## src/rtl/cnn_mac_pipe.sv

```systemverilog
// +-----------------------------------------------------------------------------+
// | cnn_mac_pipe : pipelined signed MAC, one scaled dot product per in_last group |
// | Optional saturation of dout (sets ovf) when CNN_MAC_SAT_EN is defined.        |
// | Revision: 1.0                                                                 |
// +-----------------------------------------------------------------------------+
`default_nettype none

module cnn_mac_pipe #(
  parameter int A_W       = 14,
  parameter int B_W       = 9,
  parameter int ACC_W     = 32,
  parameter int OUT_W     = 16,
  parameter int MUL_STAGE = 2,
  parameter int OUT_SHIFT = 8
) (
  input  logic                    ap_clk,
  input  logic                    ap_rst_n,
  input  logic                    in_valid,
  output logic                    in_ready,
  input  logic                    in_last,
  input  logic signed [A_W-1:0]   din0,
  input  logic signed [B_W-1:0]   din1,
  output logic                    out_valid,
  input  logic                    out_ready,
  output logic signed [OUT_W-1:0] dout,
  output logic                    ovf
);

  localparam int c_prod_w = A_W + B_W;

  logic                    adv;
  logic signed [A_W-1:0]   a_q, a_d;
  logic signed [B_W-1:0]   b_q, b_d;
  logic                    iv_q, iv_d;
  logic                    il_q, il_d;
  logic signed [c_prod_w-1:0] mul_full;
  logic signed [ACC_W-1:0] prod_q [MUL_STAGE];
  logic signed [ACC_W-1:0] prod_d [MUL_STAGE];
  logic [MUL_STAGE-1:0]    pv_q, pv_d;
  logic [MUL_STAGE-1:0]    pl_q, pl_d;
  logic signed [ACC_W-1:0] acc_q, acc_d;
  logic                    start_q, start_d;
  logic                    out_valid_q, out_valid_d;
  logic signed [OUT_W-1:0] dout_q, dout_d;
  logic                    ovf_q, ovf_d;
  logic signed [ACC_W-1:0] sum;
  logic signed [OUT_W-1:0] res;
  logic                    res_ovf;

  // Every stage, including the accumulator, moves only when the output slot can take data.
  assign adv      = !out_valid_q || out_ready;
  assign in_ready = adv;

  always_comb begin
    a_d      = a_q;
    b_d      = b_q;
    iv_d     = iv_q;
    il_d     = il_q;
    prod_d   = prod_q;
    pv_d     = pv_q;
    pl_d     = pl_q;
    mul_full = c_prod_w'(a_q) * c_prod_w'(b_q);
    if (adv) begin
      a_d       = din0;
      b_d       = din1;
      iv_d      = in_valid;
      il_d      = in_last;
      prod_d[0] = ACC_W'(mul_full);
      pv_d[0]   = iv_q;
      pl_d[0]   = il_q;
      for (int k = 1; k < MUL_STAGE; k++) begin
        prod_d[k] = prod_q[k-1];
        pv_d[k]   = pv_q[k-1];
        pl_d[k]   = pl_q[k-1];
      end
    end
  end

`ifdef CNN_MAC_SAT_EN
  localparam logic signed [ACC_W-1:0] c_sat_max = {{(ACC_W-OUT_W+1){1'b0}}, {(OUT_W-1){1'b1}}};
  localparam logic signed [ACC_W-1:0] c_sat_min = {{(ACC_W-OUT_W+1){1'b1}}, {(OUT_W-1){1'b0}}};
  logic signed [ACC_W-1:0] shifted;

  always_comb begin
    shifted = sum >>> OUT_SHIFT;
    res     = shifted[OUT_W-1:0];
    res_ovf = 1'b0;
    if (shifted > c_sat_max) begin
      res     = c_sat_max[OUT_W-1:0];
      res_ovf = 1'b1;
    end else if (shifted < c_sat_min) begin
      res     = c_sat_min[OUT_W-1:0];
      res_ovf = 1'b1;
    end
  end
`else
  always_comb begin
    res     = OUT_W'(sum >>> OUT_SHIFT);
    res_ovf = 1'b0;
  end
`endif

  always_comb begin
    sum         = (start_q ? '0 : acc_q) + prod_q[MUL_STAGE-1];
    acc_d       = acc_q;
    start_d     = start_q;
    out_valid_d = out_valid_q;
    dout_d      = dout_q;
    ovf_d       = ovf_q;
    if (adv && pv_q[MUL_STAGE-1]) begin
      acc_d   = sum;
      start_d = pl_q[MUL_STAGE-1];
    end
    if (adv && pv_q[MUL_STAGE-1] && pl_q[MUL_STAGE-1]) begin
      out_valid_d = 1'b1;
      dout_d      = res;
      ovf_d       = res_ovf;
    end else if (out_ready) begin
      out_valid_d = 1'b0;
    end
  end

  always_ff @(posedge ap_clk or negedge ap_rst_n) begin
    if (!ap_rst_n) begin
      a_q  <= '0;
      b_q  <= '0;
      iv_q <= 1'b0;
      il_q <= 1'b0;
      for (int k = 0; k < MUL_STAGE; k++) begin
        prod_q[k] <= '0;
      end
      pv_q        <= '0;
      pl_q        <= '0;
      acc_q       <= '0;
      start_q     <= 1'b1;
      out_valid_q <= 1'b0;
      dout_q      <= '0;
      ovf_q       <= 1'b0;
    end else begin
      a_q         <= a_d;
      b_q         <= b_d;
      iv_q        <= iv_d;
      il_q        <= il_d;
      prod_q      <= prod_d;
      pv_q        <= pv_d;
      pl_q        <= pl_d;
      acc_q       <= acc_d;
      start_q     <= start_d;
      out_valid_q <= out_valid_d;
      dout_q      <= dout_d;
      ovf_q       <= ovf_d;
    end
  end

  assign out_valid = out_valid_q;
  assign dout      = dout_q;
  assign ovf       = ovf_q;

endmodule

`default_nettype wire
```

## config.mk

```make
export PLATFORM = sky130hd
export DESIGN_NAME = cnn_mac_pipe
export DESIGN_NICKNAME = d
export VERILOG_FILES = /design/src/rtl/cnn_mac_pipe.sv
export SDC_FILE = /design/constraint.sdc
export NUM_CORES = 1
export LEC_CHECK = 0
export BUFFER_PORTS_ARGS = -buffer_cell sky130_fd_sc_hd__buf_4
export CAP_MARGIN = 0
export CORE_ASPECT_RATIO = 1.25
export CORE_MARGIN = 2
export CORE_UTILIZATION = 40
export CTS_CLUSTER_SIZE = 40
export DETAILED_ROUTE_END_ITERATION = 16
export GPL_TIMING_DRIVEN = 0
export HOLD_SLACK_MARGIN = 0.1
export PLACE_DENSITY_LB_ADDON = 0.2
export SETUP_SLACK_MARGIN = 0.02
export SKIP_LAST_GASP = 1
export SYNTH_ARGS = -nofsm -noshare
export SYNTH_HDL_FRONTEND = slang
export SYNTH_SLANG_ARGS = --single-unit
```

## constraint.sdc

```tcl
create_clock -name ap_clk -period 5.75 [get_ports ap_clk]
set_input_delay 1.15 -clock ap_clk [delete_from_list [all_inputs] [get_ports ap_clk]]
set_output_delay 1.15 -clock ap_clk [all_outputs]
set_load 0.03 [all_outputs]
```

==> metrics, run 1 <==
status=complete, no violations; RSZ-0062 raised after global routing=false; WL per Instance=around 15 um; first-pass iteration count of the detailed router=4; met1 Track Usage GR=0.220; die area=0.0263 mm^2; Gate Count Post-Synth=1,086; placed wire-length estimate=18,300 um; overall global routing resource usage=0.184; dpl cells=1,462; Clk Latency, worst-skew pair=0.42 ns; most frequent cell after synthesis=nand2_1; nature of the critical path endpoint=flip-flop; Ys Warns=0; # nets final=roughly 1,400; post-synth top area cell=dfrtp_1; max_cap viols=0; synth top area cells=dfrtp_1 (29%), fa_1 (21%), nand2_1 (10%); GRT Max-Usage Layer=met2; ys flop type=dfrtp_1; Reg clk slew, reported paths=about 0.060 ns; Final Skew=0.0117 ns; layout cells sized above 1=0.110; initial core utilization=0.408; vias per cell=4.87; post-route ant nets=0; number of flops mapped to enable cells by yosys=0; met3 usage=0.0265; worst hold slack=between 0.4 and 0.5 ns; initial antenna violation count=0; I/O pin cnt=47; Mapped Area=0.0100 mm^2; vias=7,281; Die Y=around 180 um; ys async rst share=1.00; Die Wd=between 100 and 150 um; critical-path maximum fanout=10; maximum buffer depth of the clock tree=2; measured slew at the worst slew-check pin=roughly 0.74 ns; synthesized flop and latch total=117; Syn Area/Cell=just over 9 um^2; CP required=6.02 ns; Synth top area share=0.290; CTS root buf=clkbuf_16; Highest Clock Rate=between 0.15 and 0.2 GHz; Rows=64; total core area=0.0245 mm^2; gr ovfl total=0; diodes inserted=0; sequential area share after synthesis=0.293; met2 Usage GRT=0.335; Worst Setup Start Kind=flip-flop; clk sink count=around 120; minimum clock period=5.46 ns; syn nets=roughly 1,300; CP Data Arrival Time=5.74 ns; min-delay worst type=flip-flop to flip-flop; DR iter-0 viols=253; pin count of the biggest net entering global routing=90; Total Wirelength=~23,000 um; area grow syn2layout=14.3%; setup-violating endpoint count in the final report=0; global-route wire length before repair=roughly 39,000 um; Post-CTS Hold Buffers=0; final cell count without fillers=1,495; final period utilization=0.950; Slew headroom=0.505; Slew Viols, Final=0; H-tree depth=4; DR DRC count=0; CTS tree=built; CTS Buf Count=17; I/O Buffers=45; synth unique cells=61; most frequent cells after synthesis=nand2_1 (276), dfrtp_1 (116), fa_1 (106); Final Hold Fails=0; fillers=2,432; gp weighted congestion=0.899; number of global-route vias before repair=between 7,000 and 8,000; Setup Crit Path Kind=flip-flop to flip-flop
[what timing repair did]
item	in CTS	in global routing
endpoints found under the hold margin	0	0
setup buffers	0	3
setup endpoints to repair	6	7
resized for setup	7	11
gates cloned	0	0
pin swaps	0	1
[per-stage QoR]
| step | utilization | area [um^2] | setup TNS (ns) | worst slack (ns) |
|---|---|---|---|---|
| after floorplan | - | 10000 | 0 | 0.686 |
| after global placement | 0.439 | 10800 | -0.225 | -0.165 |
| after detailed placement | 0.440 | 10800 | -0.285 | -0.178 |
| after CTS | 0.465 | 11400 | 0 | 0.0625 |
| after global routing | 0.467 | 11400 | 0 | 0.0308 |
| final | 0.467 | 11400 | 0 | 0.285 |
[registers in the layout, summed over array words and instances, names as in the netlist, 2 cells and up]
signal,cells
prod_q,46
dout,16
a_q,14
acc_q,24
pl_q,2
pv_q,2
b_q,9
[placed cells by master, fill, tap and decap left out, types with 4 or more instances in the layout]
cell / n
nand2_1: 276
dfrtp_1: 115
fa_1: 105
inv_1: 92
ha_1: 71
and2_1: 56
buf_4: 48
o21ai_0: 37
clkbuf_1: 36
a21oi_1: 36
nor2_1: 35
nor2b_1: 29
xnor2_1: 24
mux2_2: 21
clkbuf_16: 17
a21o_1: 15
xor2_1: 12
o21a_1: 11
nand2b_1: 9
nand3_1: 9
a211oi_1: 9
clkbuf_2: 7
nor3_1: 7
o31ai_1: 7
clkinvlp_4: 6
o21ai_1: 4
a211o_1: 4
[metal layers]
layer / up-vias / share of wire / wire [um]
met3: 31 / 0.033 / 763
met2: 124 / 0.52 / 11900
met4: 0 / 0.028 / 633
li1: 3617 / - / -
met5: - / 0 / 0
met1: 3509 / 0.42 / 9630
[final timing paths]
path                            startpoint    endpoint  slack, ns  cells after the start
worst max register to register      b_q[1]  prod_q[53]       0.29                     19
worst min register to register  prod_q[38]  prod_q[38]       0.46                      2
max in group asynchronous         ap_rst_n      b_q[8]       4.40                      2
min in group asynchronous         ap_rst_n    acc_q[5]       0.60                      1
worst max-delay path                b_q[1]  prod_q[53]       0.29                     19
worst min-delay path            prod_q[38]  prod_q[38]       0.46                      2
[worst max-delay path, cell delays in order, from the launching register on]
cell,delay (ns)
dfrtp_1,0.52
clkbuf_2,0.31
nand2_1,0.11
fa_1,0.52
inv_1,0.05
fa_1,0.45
ha_1,0.29
inv_1,0.05
fa_1,0.53
inv_1,0.05
ha_1,0.28
ha_1,0.24
fa_1,0.44
a211o_1,0.28
a21oi_1,0.18
o21ai_1,0.22
a221oi_2,0.37
nor3_1,0.08
a311oi_1,0.26
a21oi_1,0.11
[logic make-up (layout without fill, tap and decap cells)]
family / Yosys count / count (layout) / share of synthesized area
simple gates: 438 / 438 / 0.196
fa+ha+maj: 177 / 177 / 0.301
compound gates: 151 / 151 / 0.0979
buf+inv: 144 / 223 / 0.0559
flops: 117 / 117 / 0.293
xor+xnor: 36 / 36 / 0.0315
mux: 22 / 22 / 0.0246
other cells: 1 / 1 / 0.000375
[final cells by class]
class / instances / area (um^2) / share of cell area
Buffer: 48 / 209 / 0.0183
Clock buffer: 20 / 447 / 0.0390
Sequential cell: 117 / 2930 / 0.256
Inverter: 94 / 357 / 0.0312
Tap cell: 330 / 413 / 0.0361
Multi-Input combinational cell: 825 / 6540 / 0.571
Timing Repair Buffer: 49 / 392 / 0.0342
Clock inverter: 12 / 155 / 0.0136
Power of run 1 is not shown: default switching activity piles up to over one toggle a cycle in this logic, so the estimate is an artifact.
==> inputs of run 2 (changes only) <==
--- a/config.mk
+++ b/config.mk
@@ -5,6 +5,7 @@
 export SDC_FILE = /design/constraint.sdc
 export NUM_CORES = 1
 export LEC_CHECK = 0
+export ABC_AREA = 1
 export BUFFER_PORTS_ARGS = -buffer_cell sky130_fd_sc_hd__buf_4
 export CAP_MARGIN = 0
 export CORE_ASPECT_RATIO = 1.25
==> run 2 against run 1 <==
Against the previous run: via count up 25%; sequential cell count unchanged; sequential share of layout area down 1.6 points; worst setup slack better by 0.075 ns; cell count up 26%; non-clock buffer count down 5; fmax up 1.4%; critical path type unchanged.
==> metrics, run 2 <==
WL per Instance=15.7 um (was 15.3 um); measured slew at the worst slew-check pin=0.751 ns (was 0.743 ns); DR DRC count=0 (unchanged); maximum buffer depth of the clock tree=2 (unchanged); Highest Clock Rate=0.186 GHz (was 0.183 GHz); setup-violating endpoint count in the final report=0 (unchanged); Rows=67 (was 64); CTS root buf=clkbuf_16 (unchanged); ys flop type=dfrtp_1 (unchanged); most frequent cells after synthesis=nand2_1 (512), inv_1 (267), dfrtp_1 (116) (was nand2_1 (276), dfrtp_1 (116), fa_1 (106)); most frequent cell after synthesis=nand2_1 (unchanged); global-route wire length before repair=48,500 um (was 38,600 um); ys async rst share=1.00 (unchanged); total core area=0.0267 mm^2 (was 0.0245 mm^2); Resized cells post-CTS=0 (was 7); synth top area cells=dfrtp_1 (27%), fa_1 (20%), nand2_1 (18%) (was dfrtp_1 (29%), fa_1 (21%), nand2_1 (10%)); commonest non-fill, non-tap cell in the layout=nand2_1 (unchanged); Largest register FFs=46 (unchanged); Die Wd=151 um (was 145 um); Worst Hold End=dout[13] (was prod_q[38]); clk sink count=117 (unchanged); CTS tree=built (unchanged); vias=9,118 (was 7,281); sequence of cells on the critical path=clkbuf_1, nand2_1, fa_1, fa_1, inv_1, fa_1, fa_1, fa_1, ha_1, a21oi_1, nand2_1, nand2_1, nand3_2, nand2_1, nand2_1, or2_1, nand3_1, nand2_1 (was clkbuf_2, nand2_1, fa_1, inv_1, fa_1, ha_1, inv_1, fa_1, inv_1, ha_1, ha_1, fa_1, a211o_1, a21oi_1, o21ai_1, a221oi_2, nor3_1, a311oi_1, a21oi_1); gp weighted congestion=0.965 (was 0.899); most frequent cells in the layout=nand2_1 (512), inv_1 (267), dfrtp_1 (116) (was nand2_1 (276), dfrtp_1 (115), fa_1 (105)); Final Skew=0.0109 ns (was 0.0117 ns); status=complete, no violations (unchanged); setup_tns=0 ns (unchanged); Reg clk slew, reported paths=0.06 ns (about the same); I/O Buffers=45 (unchanged); number of flops mapped to enable cells by yosys=0 (unchanged); post-route ant nets=0 (unchanged); slowest CP cell=fa_1 (unchanged); RSZ-0062 raised after global routing=false (unchanged); placed wire-length estimate=23,800 um (was 18,300 um); nature of the critical path endpoint=flip-flop (unchanged); Crit path top cell by count=nand2_1 (was fa_1); overall global routing resource usage=0.223 (was 0.184); Slew headroom=0.500 (was 0.505); Post-CTS Hold Buffers=0 (unchanged); min-delay worst type=flip-flop to flip-flop (unchanged); critical-path maximum fanout=10 (unchanged); Final Hold Fails=0 (unchanged); Synth top area share=0.268 (was 0.290); initial core utilization=0.405 (was 0.408); Top reg by flops=prod_q (unchanged); Die Y=188 um (was 181 um); Total Wirelength=29,400 um (was 22,900 um); Syn Area/Cell=7.43 um^2 (was 9.21 um^2); diodes inserted=0 (unchanged); gr ovfl total=0 (unchanged); Crit path largest cell delay=0.65 ns (was 0.53 ns); Clk Latency, worst-skew pair=0.44 ns (was 0.42 ns); Hold Startpoint=dout[13] (was prod_q[38]); layout cells sized above 1=0.0822 (was 0.110); DR iter-0 viols=508 (was 253); max_cap viols=0 (unchanged); Hold Path Stages=2 (unchanged); FF/Latch Area=0.00293 mm^2 (about the same); # nets final=1,724 (was 1,357); fillers=2,757 (was 2,432); R2R depth=18 (was 19); I/O pin cnt=47 (unchanged); number of global-route vias before repair=9,531 (was 7,609); vias per cell=4.86 (was 4.87); Ys Warns=0 (unchanged); Mapped Area=0.0108 mm^2 (was 0.0100 mm^2); CTS Buf Count=17 (unchanged); syn nets=1,662 (was 1,291); reg-to-reg setup timing slack=0.36 ns (was 0.29 ns); post-synth top area cell=dfrtp_1 (unchanged); die area=0.0284 mm^2 (was 0.0263 mm^2); first-pass iteration count of the detailed router=5 (was 4); synth unique cells=34 (was 61); initial antenna violation count=0 (unchanged); Gate Count Post-Synth=1,457 (was 1,086); Setup Crit Path Kind=flip-flop to flip-flop (unchanged); reg2reg end=prod_q[47] (was prod_q[53]); Post-CTS Setup Bufs=0 (unchanged); CP Data Arrival Time=5.71 ns (was 5.74 ns); Multi-input gate area=0.00666 mm^2 (was 0.00654 mm^2); area grow syn2layout=12.9% (was 14.3%); worst reg2reg startpoint=b_q[6] (was b_q[1]); CP required=6.07 ns (was 6.02 ns); sequential area share after synthesis=0.271 (was 0.293); minimum clock period=5.39 ns (was 5.46 ns); pin count of the biggest net entering global routing=74 (was 90); H-tree depth=4 (unchanged); Worst Setup Start Kind=flip-flop (unchanged); Slew Viols, Final=0 (unchanged); final period utilization=0.937 (was 0.950); synthesized flop and latch total=117 (unchanged)
-- run 2: worst max path at each step --
stage / from / end / slack [ns] / cells after the start
after floorplan: a_q[13] / prod_q[54] / 1.14 / 21
after global placement: b_q[3] / prod_q[52] / 0.32 / 20
after detailed placement: b_q[7] / prod_q[47] / 0.29 / 18
after CTS: b_q[7] / prod_q[47] / 0.29 / 18
after global routing: b_q[5] / prod_q[52] / 0.04 / 20
final: b_q[6] / prod_q[47] / 0.36 / 18
-- run 2: cell families (layout without fill, tap and decap cells) --
| family | Yosys count | count (layout) | synth area share |
|---|---|---|---|
| AND/OR/NAND/NOR | 721 | 721 | 0.276 |
| buffers and inverters | 322 | 397 | 0.113 |
| adder cells (fa/ha/maj) | 177 | 177 | 0.278 |
| flip-flops | 117 | 117 | 0.271 |
| AO/OA/AOI/OAI | 108 | 108 | 0.0520 |
| XOR/XNOR | 11 | 11 | 0.00890 |
| other | 1 | 1 | 0.000347 |
-- run 2: cell type report --
type,count,area share
plain buffers,46,0.0157
clock buffers,19,0.0371
clock inverters,13,0.0123
inverters,273,0.0839
multi-input cells,1018,0.546
flip-flops and latches,117,0.240
well taps,345,0.0353
repair buffers,46,0.0302
-- run 2: worst max-delay path, delay by kind of cell (launching register included) --
family / cells / cell delay (ns)
AND/OR/NAND/NOR: 9 / 1.00
AO/OA/AOI/OAI: 1 / 0.16
adder cells (fa/ha/maj): 6 / 3.04
buffers and inverters: 2 / 0.57
flip-flops: 1 / 0.50
-- run 2: metrics by stage --
step	instances	cell area [um^2]	util	hold slack (ns)	setup slack, ns
global placement	1847	11600	0.433	0.459	0.318
CTS	1880	12200	0.457	0.479	0.286
detailed placement	1848	11600	0.435	0.463	0.293
global route	1877	12200	0.457	0.493	0.0372
floorplan	1457	10800	-	0.442	1.14
finish	1877	12200	0.457	0.476	0.360
-- run 2: per-layer routing --
layer,share of wire,track usage
met4,0.041,0.0953
met2,0.53,0.409
met3,0.028,0.0319
met5,0,0
met1,0.40,0.255
Power of run 2 is left out for the same reason.
